==> config.mk <==
export PLATFORM = sky130hd
export DESIGN_NAME = prog_loader
export DESIGN_NICKNAME = d
export VERILOG_FILES = /design/src/rtl/prog_loader_pkg.sv /design/src/rtl/prog_loader_word_assembler.sv /design/src/rtl/prog_loader.sv
export SDC_FILE = /design/constraint.sdc
export NUM_CORES = 1
export LEC_CHECK = 0
export CAP_MARGIN = 20
export CORE_ASPECT_RATIO = 1.25
export CORE_MARGIN = 1
export CORE_UTILIZATION = 54
export DETAILED_ROUTE_END_ITERATION = 8
export PLACE_DENSITY = 0.85
export SYNTH_ARGS = -nofsm -noshare
export SYNTH_HDL_FRONTEND = slang
export SYNTH_SLANG_ARGS = --single-unit
==> constraint.sdc <==
create_clock -name clk -period 3.7 [get_ports clk]
set_clock_uncertainty 0.15 [all_clocks]
set_input_delay 0.74 -clock clk [delete_from_list [all_inputs] [get_ports clk]]
set_output_delay 0.74 -clock clk [all_outputs]
set_load 0.01 [all_outputs]
==> src/rtl/prog_loader_pkg.sv <==
// -----------------------------------------------------------------------------
// prog_loader_pkg
// Shared definitions for the microcode program loader:
//   - geometry of the program memory and of one control word
//   - bit layout of the 34-bit control word (as a packed struct)
//   - loader FSM state encoding
//   - clamp_words(): limits a requested word count to the memory depth
// Optional feature macro used by the loader: PROG_LOADER_CHECKSUM_EN.
// -----------------------------------------------------------------------------
package prog_loader_pkg;

    localparam int ADDR_W         = 6;   // program address width
    localparam int DEPTH          = 64;  // number of program words
    localparam int WORD_W         = 34;  // control word width
    localparam int BYTES_PER_WORD = 5;   // ceil(WORD_W/8)

    localparam int CNT_W  = $clog2(BYTES_PER_WORD);
    // The last byte of a word only carries the bits above TOP_LSB.
    localparam int TOP_LSB = 8 * (BYTES_PER_WORD - 1);
    localparam int TOP_W   = WORD_W - TOP_LSB;

    localparam logic [ADDR_W:0] DEPTH_N = (ADDR_W + 1)'(DEPTH);

    // Control word layout, MSB first:
    //   A_addr 33:30, B_addr 29:26, W_addr 25:22, wr 21, imm_to_W 20,
    //   imm_to_B 19, ALUSel 18:16, data2 15:8, data1 7:0
    typedef struct packed {
        logic [3:0] a_addr;
        logic [3:0] b_addr;
        logic [3:0] w_addr;
        logic       wr;
        logic       imm_to_w;
        logic       imm_to_b;
        logic [2:0] alu_sel;
        logic [7:0] data2;
        logic [7:0] data1;
    } ctrl_word_t;

    typedef enum logic [2:0] {
        S_IDLE    = 3'd0,
        S_COLLECT = 3'd1,
        S_WRITE   = 3'd2,
        S_CHECK   = 3'd3,
        S_DONE    = 3'd4
    } state_e;

    // Requests beyond the memory depth are truncated rather than wrapped.
    function automatic logic [ADDR_W:0] clamp_words(input logic [ADDR_W:0] n);
        return (n > DEPTH_N) ? DEPTH_N : n;
    endfunction

endpackage

==> src/rtl/prog_loader_word_assembler.sv <==
// -----------------------------------------------------------------------------
// word_assembler
// Packs a little-endian byte stream into one control word and keeps a running
// XOR of every payload byte seen since the last load start.
// Ports:
//   clk, rst      clock, asynchronous active-low reset
//   i_clr_cnt     restart byte position at byte0 (new word)
//   i_clr_xor     clear the running XOR (new load)
//   i_take        a payload byte is accepted this cycle
//   i_byte        payload byte
//   o_word        assembled control word
//   o_last        next accepted byte is the final byte of the word
//   o_rsvd_err    final byte accepted with non-zero unused upper bits
//   o_xor         XOR of all payload bytes of the current load
// -----------------------------------------------------------------------------
module word_assembler
    import prog_loader_pkg::*;
(
    input  logic              clk,
    input  logic              rst,
    input  logic              i_clr_cnt,
    input  logic              i_clr_xor,
    input  logic              i_take,
    input  logic [7:0]        i_byte,
    output logic [WORD_W-1:0] o_word,
    output logic              o_last,
    output logic              o_rsvd_err,
    output logic [7:0]        o_xor
);

    logic [CNT_W-1:0]  r_byte_cnt;
    logic [WORD_W-1:0] r_word;
    logic [7:0]        r_xor;

    assign o_last     = (r_byte_cnt == CNT_W'(BYTES_PER_WORD - 1));
    assign o_rsvd_err = i_take && o_last && (|i_byte[7:TOP_W]);
    assign o_word     = r_word;
    assign o_xor      = r_xor;

    // NOTE: state is updated with non-blocking assignments so every register
    // samples pre-edge values, independent of statement order.
    always_ff @(posedge clk or negedge rst) begin
        if (!rst) begin
            r_byte_cnt <= '0;
            r_word     <= '0;
            r_xor      <= '0;
        end else begin
            if (i_clr_cnt) begin
                r_byte_cnt <= '0;
            end else if (i_take) begin
                r_byte_cnt <= o_last ? '0 : r_byte_cnt + CNT_W'(1);
            end

            // Each byte lands in its own slot; the final byte keeps only the
            // bits that exist in the word, its upper bits are dropped.
            if (i_take) begin
                if (o_last) begin
                    r_word[WORD_W-1:TOP_LSB] <= i_byte[TOP_W-1:0];
                end else begin
                    r_word[{r_byte_cnt[1:0], 3'b000} +: 8] <= i_byte;
                end
            end

            if (i_clr_xor) begin
                r_xor <= '0;
            end else if (i_take) begin
                r_xor <= r_xor ^ i_byte;
            end
        end
    end

endmodule

==> src/rtl/prog_loader.sv <==
// -----------------------------------------------------------------------------
// prog_loader
// Writer side of the microcode program memory. Receives bytes over a
// valid/ready link, assembles 34-bit control words and writes them to
// consecutive program-RAM addresses starting at 0, holding the core in reset
// while a load is in progress.
// Optional feature: define PROG_LOADER_CHECKSUM_EN to expect one trailing
// XOR checksum byte after the last word (mismatch sets err).
// Ports:
//   clk, rst     clock, asynchronous active-low reset
//   start        one-cycle pulse, begins a load (ignored unless idle)
//   num_words    words to load, sampled on start, clamped to DEPTH
//   in_valid     byte valid
//   in_data      byte payload
//   in_ready     byte accepted when in_valid & in_ready
//   mem_we       program RAM write enable
//   mem_addr     program RAM write address
//   mem_wdata    assembled control word
//   core_hold    holds sequencer/register file in reset while loading
//   busy         loader not idle
//   done         one-cycle pulse at load completion
//   err          sticky error, cleared by the next accepted start
// -----------------------------------------------------------------------------
module prog_loader
    import prog_loader_pkg::*;
(
    input  logic              clk,
    input  logic              rst,
    input  logic              start,
    input  logic [ADDR_W:0]   num_words,
    input  logic              in_valid,
    input  logic [7:0]        in_data,
    output logic              in_ready,
    output logic              mem_we,
    output logic [ADDR_W-1:0] mem_addr,
    output logic [WORD_W-1:0] mem_wdata,
    output logic              core_hold,
    output logic              busy,
    output logic              done,
    output logic              err
);

`ifdef PROG_LOADER_CHECKSUM_EN
    localparam state_e S_AFTER_LAST = S_CHECK;
`else
    localparam state_e S_AFTER_LAST = S_DONE;
`endif

    state_e            r_state;
    state_e            w_next;
    logic [ADDR_W:0]   r_n;
    logic [ADDR_W:0]   r_words;
    logic [ADDR_W-1:0] r_addr;
    logic              r_err;

    logic              w_take;
    logic              w_take_payload;
    logic              w_start_load;
    logic              w_clr_cnt;
    logic              w_last;
    logic              w_rsvd_err;
    logic              w_last_word;
    logic [7:0]        w_xor;
    ctrl_word_t        w_word;

    assign w_take         = in_valid && in_ready;
    assign w_take_payload = w_take && (r_state == S_COLLECT);
    assign w_start_load   = start && (r_state == S_IDLE);
    assign w_clr_cnt      = w_start_load || (r_state == S_WRITE);
    assign w_last_word    = ((r_words + (ADDR_W + 1)'(1)) == r_n);

`ifndef PROG_LOADER_CHECKSUM_EN
    logic [7:0] w_unused_xor;
    assign w_unused_xor = w_xor;
`endif

    word_assembler u_asm (
        .clk        (clk),
        .rst        (rst),
        .i_clr_cnt  (w_clr_cnt),
        .i_clr_xor  (w_start_load),
        .i_take     (w_take_payload),
        .i_byte     (in_data),
        .o_word     (w_word),
        .o_last     (w_last),
        .o_rsvd_err (w_rsvd_err),
        .o_xor      (w_xor)
    );

    assign mem_addr  = r_addr;
    assign mem_wdata = w_word;
    assign busy      = (r_state != S_IDLE);
    assign core_hold = (r_state != S_IDLE);
    assign done      = (r_state == S_DONE);
    assign err       = r_err;

    // NOTE: every signal driven here gets a default first, so no path through
    // the case can leave it unassigned and infer a latch.
    always_comb begin
        w_next   = r_state;
        in_ready = 1'b0;
        mem_we   = 1'b0;
        case (r_state)
            S_IDLE: begin
                if (start) begin
                    w_next = (clamp_words(num_words) == '0) ? S_AFTER_LAST : S_COLLECT;
                end
            end
            S_COLLECT: begin
                in_ready = 1'b1;
                if (in_valid && w_last) begin
                    w_next = S_WRITE;
                end
            end
            S_WRITE: begin
                mem_we = 1'b1;
                w_next = w_last_word ? S_AFTER_LAST : S_COLLECT;
            end
`ifdef PROG_LOADER_CHECKSUM_EN
            S_CHECK: begin
                in_ready = 1'b1;
                if (in_valid) begin
                    w_next = S_DONE;
                end
            end
`endif
            S_DONE: begin
                w_next = S_IDLE;
            end
            default: begin
                w_next = S_IDLE;
            end
        endcase
    end

    always_ff @(posedge clk or negedge rst) begin
        if (!rst) begin
            r_state <= S_IDLE;
            r_n     <= '0;
            r_words <= '0;
            r_addr  <= '0;
            r_err   <= 1'b0;
        end else begin
            r_state <= w_next;

            if (w_start_load) begin
                r_n     <= clamp_words(num_words);
                r_words <= '0;
                r_addr  <= '0;
            end else if (r_state == S_WRITE) begin
                r_addr  <= r_addr + ADDR_W'(1);
                r_words <= r_words + (ADDR_W + 1)'(1);
            end

            // Start clears and the set conditions live in different states,
            // so they never collide.
            if (w_start_load) begin
                r_err <= 1'b0;
            end else if (w_take_payload && w_rsvd_err) begin
                r_err <= 1'b1;
            end
`ifdef PROG_LOADER_CHECKSUM_EN
            if (w_take && (r_state == S_CHECK) && (in_data != w_xor)) begin
                r_err <= 1'b1;
            end
`endif
        end
    end

endmodule
==> qor.yml, run 1 <==
global_route:
  use_met2: 0.411
  met1_usage: 0.299
  grt_max_degree: 35
  grt_use_total: 0.256
  antenna_found_initial: 0
  grt.busiest_layer: "met2"
  grt_first_pass_wirelength_um: 10600
  grt_pass1_vias: 2370
  grt_util_met3: 0.0806
  grt_overflow: 0
synthesis:
  synth-seq-cells: 61
  syn_area_mm2: 0.00287
  synth_area_leaders: "dfrtp_1 (53%), nand2_1 (13%), o21ai_0 (7.5%)"
  synthArstFlopShare: 1.00
  synth_top_cell_area_share: 0.532
  synth.avg_cell_area_um2: 9.25
  yosysSeqAreaShare: 0.532
  synth_edf_count: 0
  yosysMostFrequentCell: "nand2_1"
  yosysTopAreaCell: "dfrtp_1"
  ys_types: 37
  synth_nets: 338
  yosys_most_used_dff: "dfrtp_1"
  synth_common_cells: "nand2_1 (99), dfrtp_1 (61), o21ai_0 (43)"
  ys_warn_count: 0
  syn_inst: 310
critical_path:
  endpoint_kind: "output pin"
  cp_top_family: "buffers and inverters"
  path_max_fanout: 14
  slowest_stage: "clkdlybuf4s50_1"
  cp_data_arrival_time_ps: 1860
  rr_startpoint: "u_asm.r_byte_cnt[0]"
  cp-startpoint: "r_state[2]"
  endpoint: "mem_we"
  worst-r2r-setup-slack_ps: 1250
  crit_chain: "nor2_1 > nand2_1 > buf_4 > inv_2 > clkdlybuf4s50_1"
  path_depth: 5
  r2r-end: "u_asm.o_word[7]"
  r2r_cells: 5
  crit_type: "flip-flop to output pin"
  cp-start-kind: "flip-flop"
  cp_slowest_stage_delay_ps: 570
  required_ps: 2810
  crit_buf_inv: 3
clock_tree:
  cts_hold_buffers: 0
  clk_path_buf_depth: 2
  cts_buffers: 9
  htree_levels: 3
  clkSlewWorstSetupHoldPaths_ps: 80
  cts_tree: "built"
  cts.sinks: 61
  cts_setup_buffers: 0
  clk_latency_ps: 350
  ctsResizeCount: 0
  cts-root-buf: "clkbuf_8"
cells_and_area:
  regArea_mm2: 0.00153
  drive_above_1_share: 0.0731
  insertedDiodeCount: 0
  area_growth_pct: 30.5
  final_util: 0.737
  fin_nets: 406
  fillers: 370
  multi_input_area_mm2: 0.00127
drt:
  first_pass_iters: 4
  drc_errors: 0
  antenna_left: 0
  wl_um: 6130
  via_per_inst: 5.34
  num_vias: 2377
  wl_per_cell_um: 13.8
  drt_iter0_markers: 105
outcome:
  status: "finished, final reports clean"
timing:
  drv_slew: 0
  fin_setup_tns_ps: 0
  timing.final.crit_share: 0.742
  hold_viol: 0
  fmax_mhz: 364
  slew_headroom: 0.409
  whs_ps: 298
  setup_violations: 0
  min_period_ps: 2750
  worst_slew_pin_slew_ps: 885
  rsz0062_at_grt: "no"
power:
  p_int_uw: 1770
  p_comb_frac: 0.401
  finalPower_uw: 2780
  swShare: 0.363
  p_switching_uw: 1010
  power_frac_seq: 0.384
  p_clk_frac: 0.215
  p_per_area_mw_per_mm2: 742
  ir_worst_vdd_v: 0.000378
  leakagePower_uw: 0.00161
job:
  max-cap-violations: 0
floorplanning:
  row_count: 29
  die_h_um: 83.5
  io-pin-count: 65
  fp.coreArea_mm2: 0.00508
  die_area_mm2: 0.00561
  start_util: 0.565
  fp.dieW_um: 67.2
worst_hold_path:
  hp-class: "input port to async pin"
placed_design:
  dpl.hpwl_um: 4470
  port_buffers: 64
  place_congestion: 0.783
[stage by stage]
step                      worst slack (ps)  instances  instance area (µm²)
after floorplan                       1740        310                 2870
after global placement                1050        429                 3540
final                                  954        445                 3740
after detailed placement               928        429                 3540
after CTS                              942        445                 3740
after global routing                   828        445                 3740
[worst register-to-register path: cells and delay by family (launching register included)]
| family | cells | cell delay, ps |
|---|---|---|
| buffers and inverters | 1 | 240 |
| adder cells (fa/ha/maj) | 1 | 430 |
| AND/OR/NAND/NOR | 2 | 880 |
| AO/OA/AOI/OAI | 1 | 190 |
| flip-flops | 1 | 470 |
[how the worst min path moves through the flow]
stage / startpoint / end / cells after the start
6_report: rst / u_asm.o_word[6] / 1
5_1_grt: rst / u_asm.o_word[6] / 1
4_1_cts: rst / u_asm.o_word[2] / 1
3_5_place_dp: u_asm.o_word[5] / u_asm.o_word[5] / 2
3_3_place_gp: u_asm.o_word[2] / u_asm.o_word[2] / 2
2_1_floorplan: rst / err / 0
[power by group through the flow]
stage | combinational (µW) | sequential [µW] | clock, µW
after floorplan | 528 | 1140 | 0
after global placement | 1080 | 1070 | 0
after detailed placement | 1120 | 1080 | 0
after CTS | 1130 | 1070 | 607
after global routing | 1250 | 1100 | 637
final | 1110 | 1070 | 596
[area by class of cell]
type,instances,share of cell area
repair buffers,67,0.176
flip-flops and latches,61,0.408
clock inverters,7,0.0201
inverters,4,0.00401
well taps,62,0.0207
clock buffers,9,0.0331
multi-input cells,235,0.339
[sequential cells by signal, summed over array words and instances, names as in the netlist]
name	cells
u_asm.o_word	34
r_state	3
mem_addr	6
err	1
r_words	7
r_n	7
u_asm.r_byte_cnt	3
[cell usage in the layout (no fill, tap or decap), drive strengths merged, types with 2 or more instances in the layout]
cell type      count
nor3b              5
clkinvlp           3
clkdlybuf4s50     63
nand2            100
clkinv             2
a21oi              5
inv                5
buf                4
dfrtp             61
nand3              6
nor3               2
nand4              3
xnor2              7
or3                2
nand2b             7
nor4               2
o21ai             46
or2                2
clkbuf             9
nor2              17
a22o               2
ha                 9
xor2              12
[cell families (layout without fill, tap and decap cells)]
logic type / count (synthesis) / count (layout) / synth area share
XOR/XNOR: 19 / 19 / 0.0580
adder cells (fa/ha/maj): 9 / 9 / 0.0393
AND/OR/NAND/NOR: 149 / 149 / 0.231
buffers and inverters: 14 / 87 / 0.0257
flip-flops: 61 / 61 / 0.532
AO/OA/AOI/OAI: 58 / 58 / 0.113
[layer usage]
layer | part of all wire | wire length, µm
met4 | 0.035 | 215
met1 | 0.40 | 2420
met2 | 0.51 | 3140
met5 | 0 | 0
met3 | 0.057 | 347
No activity file was read; power rests on OpenSTA's default activity.
==> run 2: changes to the inputs <==
- CORE_UTILIZATION: 54 -> 50
- PLACE_DENSITY: 0.85 -> 0.8
- clock period: 3.7 -> 2.8 ns (I/O delays scaled with it)
==> qor.yml, run 2 (synthesis results as in run 1) <==
floorplanning:
  row_count: 30
  io-pin-count: 65
  die_h_um: 86.7
  fp.dieW_um: 69.7
  die_area_mm2: 0.00604
  start_util: 0.523
  fp.coreArea_mm2: 0.00548
drt:
  top_layer: "met4"
  num_vias: 2361
  antenna_left: 0
  wl_um: 6250
  drc_errors: 0
  via_per_inst: 5.27
  drt_iter0_markers: 262
  first_pass_iters: 5
  met3_length_um: 293
  wl_per_cell_um: 13.9
  m1WireLength_um: 2550
  wl_met2_um: 3260
placed_design:
  port_buffers: 64
  dpl.hpwl_um: 4330
  placed_area_mm2: 0.00357
  place_congestion: 0.778
clock_tree:
  cts_tree: "built"
  cts.sinks: 61
  cts_hold_buffers: 0
  cts-root-buf: "clkbuf_8"
  cts_setup_buffers: 0
  clkSlewWorstSetupHoldPaths_ps: 70
  ctsResizeCount: 0
  clk_latency_ps: 340
  clk_path_buf_depth: 2
  cts_buffers: 9
  htree_levels: 3
global_route:
  grt_overflow: 0
  grt_pass1_vias: 2227
  antenna_found_initial: 0
  grt_max_degree: 62
  grt_first_pass_wirelength_um: 10600
  grt_use_total: 0.226
critical_path:
  slowest_stage: "clkdlybuf4s50_1"
  cp-start-kind: "flip-flop"
  endpoint: "in_ready"
  crit_type: "flip-flop to output pin"
  worst-r2r-setup-slack_ps: 520
  cp_slowest_stage_delay_ps: 610
  r2r_cells: 6
  crit_chain: "nor3b_1 > clkdlybuf4s50_1"
  cp_data_arrival_time_ps: 1730
  rr_startpoint: "u_asm.r_byte_cnt[0]"
  endpoint_kind: "output pin"
  cp-startpoint: "r_state[2]"
  path_max_fanout: 5
  required_ps: 2090
  r2r-end: "u_asm.o_word[31]"
timing:
  drv_slew: 0
  min_period_ps: 2440
  slew_headroom: 0.496
  fin_setup_tns_ps: 0
  timing.final.crit_share: 0.873
  fmax_mhz: 409
  worst_slew_pin_slew_ps: 756
  whs_ps: 220
  rsz0062_at_grt: "no"
  setup_violations: 0
  hold_viol: 0
power:
  p_clk_frac: 0.215
  p_per_area_mw_per_mm2: 983
  p_switching_uw: 1270
  power_frac_seq: 0.380
  swShare: 0.344
  ir_worst_vdd_v: 0.000413
  finalPower_uw: 3700
  p_int_uw: 2430
  leakagePower_uw: 0.00164
  p_comb_frac: 0.405
cells_and_area:
  final_common_cell: "nand2_1"
  area_growth_pct: 31.4
  largest_reg_flops: 34
  fillers: 438
  drive_above_1_share: 0.0729
  fin_nets: 409
  fin_area_mm2: 0.00377
  insertedDiodeCount: 0
  layout_common_cells: "nand2_1 (99), clkdlybuf4s50_1 (63), dfrtp_1 (61)"
outcome:
  status: "finished, final reports clean"
worst_hold_path:
  hp-class: "input port to async pin"
job:
  max-cap-violations: 0
==> run 2: power groups by stage <==
stage,registers [µW],clock network (µW),logic [µW]
after floorplan,1500,0,698
after global placement,1420,0,1470
after detailed placement,1430,0,1500
after CTS,1410,802,1510
after global routing,1450,845,1670
final,1410,796,1500
==> run 2: stage by stage <==
step | setup WS [ps] | utilization | std cells
global route | 272 | 0.688 | 448
floorplan | 844 | - | 310
detailed placement | 278 | 0.651 | 434
global placement | 341 | 0.651 | 434
CTS | 362 | 0.688 | 448
finish | 357 | 0.688 | 448
==> run 2: metal layers <==
metal	up-vias	global-route usage
li1	1172	-
met3	14	0.0419
met1	1100	0.264
met4	0	0.113
met5	-	0
met2	75	0.399
==> run 2: how the worst min path moves through the flow <==
stage / end / slack (ps) / depth (start not counted)
floorplan: err / 110 / 0
global placement: u_asm.o_word[12] / 310 / 2
detailed placement: u_asm.o_word[1] / 320 / 2
CTS: u_asm.o_word[3] / 260 / 2
global route: u_asm.o_word[32] / 300 / 2
finish: u_asm.o_word[4] / 220 / 2
==> run 2: critical path, delay by kind of cell (launching register included) <==
kind                   cells  cell delay, ps
DFF                        1             410
and+or+nand+nor            1             370
buffers and inverters      1             610
==> run 2: layout make-up <==
class	count	area [µm²]	area share
clock buffer	13	169	0.0448
clock inverter	1	30.0	0.00797
inverter	4	15.0	0.00398
multi-input combinational	235	1270	0.336
sequential	61	1530	0.405
tap	64	80.1	0.0212
timing repair buffer	70	681	0.181
==> run 3: changes to the inputs <==
- CORE_UTILIZATION: 50 -> 54
- CTS_CLUSTER_SIZE: default -> 28
- MAX_ROUTING_LAYER: default -> met4
- PLACE_DENSITY: 0.8 -> 0.85
- clock period: 2.8 -> 2.89 ns (I/O delays scaled with it)
==> qor.yml, run 3 (synthesis results as in run 1) <==
critical_path:
  path_max_fanout: 5
  crit_chain: "nor3b_1 > clkdlybuf4s50_1"
  crit_type: "flip-flop to output pin"
  cp_data_arrival_time_ps: 1790
  cp-start-kind: "flip-flop"
  cp_slowest_stage_delay_ps: 620
  endpoint_kind: "output pin"
  required_ps: 2160
  slowest_stage: "clkdlybuf4s50_1"
clock_tree:
  clkSlewWorstSetupHoldPaths_ps: 70
  cts-root-buf: "clkbuf_8"
  clk_latency_ps: 340
  cts_buffers: 9
  cts_setup_buffers: 0
  cts_hold_buffers: 0
  cts.sinks: 61
  htree_levels: 3
  ctsResizeCount: 0
  clk_path_buf_depth: 2
  cts_tree: "built"
power:
  ir_worst_vdd_v: 0.000495
  p_per_area_mw_per_mm2: 957
  p_comb_frac: 0.407
  p_clk_frac: 0.214
  power_frac_seq: 0.379
  leakagePower_uw: 0.00164
  p_switching_uw: 1280
  p_int_uw: 2330
  swShare: 0.354
placed_design:
  placedCellCount: 433
  place_congestion: 0.832
  dpl.hpwl_um: 4560
  port_buffers: 64
global_route:
  grt_first_pass_wirelength_um: 11100
  grt_max_degree: 36
  antenna_found_initial: 0
  grt_pass1_vias: 2497
  grt_use_total: 0.272
  grt_overflow: 0
timing:
  timing.final.crit_share: 0.870
  hold_viol: 0
  drv_slew: 0
  fin_setup_tns_ps: 0
  slew_headroom: 0.494
  min_period_ps: 2510
  setup_violations: 0
  rsz0062_at_grt: "no"
  worst_slew_pin_slew_ps: 759
  whs_ps: 148
  fmax_mhz: 398
floorplanning:
  io-pin-count: 65
  fp.dieW_um: 67.2
  die_area_mm2: 0.00561
  row_count: 29
  fp.coreArea_mm2: 0.00508
  start_util: 0.565
  die_h_um: 83.5
cells_and_area:
  fin_nets: 410
  area_growth_pct: 31.6
  final_common_cell: "nand2_1"
  largest_reg_flops: 34
  fillers: 368
  insertedDiodeCount: 0
  final_cell_count_no_fill: 448
  drive_above_1_share: 0.0803
  layout_common_cells: "nand2_1 (99), clkdlybuf4s50_1 (63), dfrtp_1 (61)"
drt:
  drt_iter0_markers: 152
  wl_per_cell_um: 14.2
  num_vias: 2411
  drc_errors: 0
  antenna_left: 0
  first_pass_iters: 4
  via_per_inst: 5.38
  wl_um: 6380
job:
  max-cap-violations: 0
worst_hold_path:
  hp-class: "input port to async pin"
outcome:
  status: "finished, final reports clean"
run 3: cell count changes in the layout (fill, tap and decap cells not counted), sizes merged:
cell / change
buf: +1
clkbuf: -2
clkinv: +2
clkinvlp: +1
run 3: through the flow:
step           utilization  area [µm²]  total power (µW)  worst slack [ps]
2_1_floorplan            -        2870              2130               934
5_1_grt              0.743        3770              3870               329
3_5_place_dp         0.704        3570              2850               307
4_1_cts              0.743        3770              3630               361
6_report             0.743        3770              3610               377
3_3_place_gp         0.704        3570              2790               415
run 3: power groups by stage:
| stage | Clock (µW) | Combinational (µW) | Sequential (µW) |
|---|---|---|---|
| detailed placement | 0 | 1470 | 1390 |
| finish | 773 | 1470 | 1370 |
| global route | 807 | 1650 | 1410 |
| CTS | 777 | 1480 | 1370 |
| floorplan | 0 | 676 | 1450 |
| global placement | 0 | 1410 | 1370 |
run 3: worst max-delay path, delay by kind of cell (launching register included):
| kind | cells | cell delay, ps |
|---|---|---|
| and+or+nand+nor | 1 | 390 |
| buffers and inverters | 1 | 620 |
| DFF | 1 | 430 |
run 3: routing by layer:
layer,part of all wire,routed length (µm),GRT usage
met1,0.40,2530,0.324
met2,0.53,3370,0.438
met3,0.053,335,0.0396
met4,0.023,149,0.137
met5,0,0,-
run 3: final timing paths:
| path | start | to | slack (ps) | cells past startpoint |
|---|---|---|---|---|
| max | r_state[1] | in_ready | 380 | 2 |
| min | rst | u_asm.o_word[4] | 150 | 1 |
| max reg2reg | u_asm.r_byte_cnt[0] | u_asm.o_word[0] | 590 | 6 |
| min reg2reg | u_asm.o_word[21] | u_asm.o_word[21] | 330 | 2 |
| max in group asynchronous | rst | u_asm.r_byte_cnt[2] | 1730 | 2 |
| min in group clk | u_asm.o_word[21] | u_asm.o_word[21] | 330 | 2 |
run 3: area by class of cell:
cell class              instances  area (µm²)  share of cell area
clock inverters                 4        47.5              0.0126
multi-input cells             235        1270               0.336
repair buffers                 71         688               0.182
well taps                      62        77.6              0.0206
clock buffers                  11         151              0.0401
inverters                       4        15.0             0.00398
flip-flops and latches         61        1530               0.405
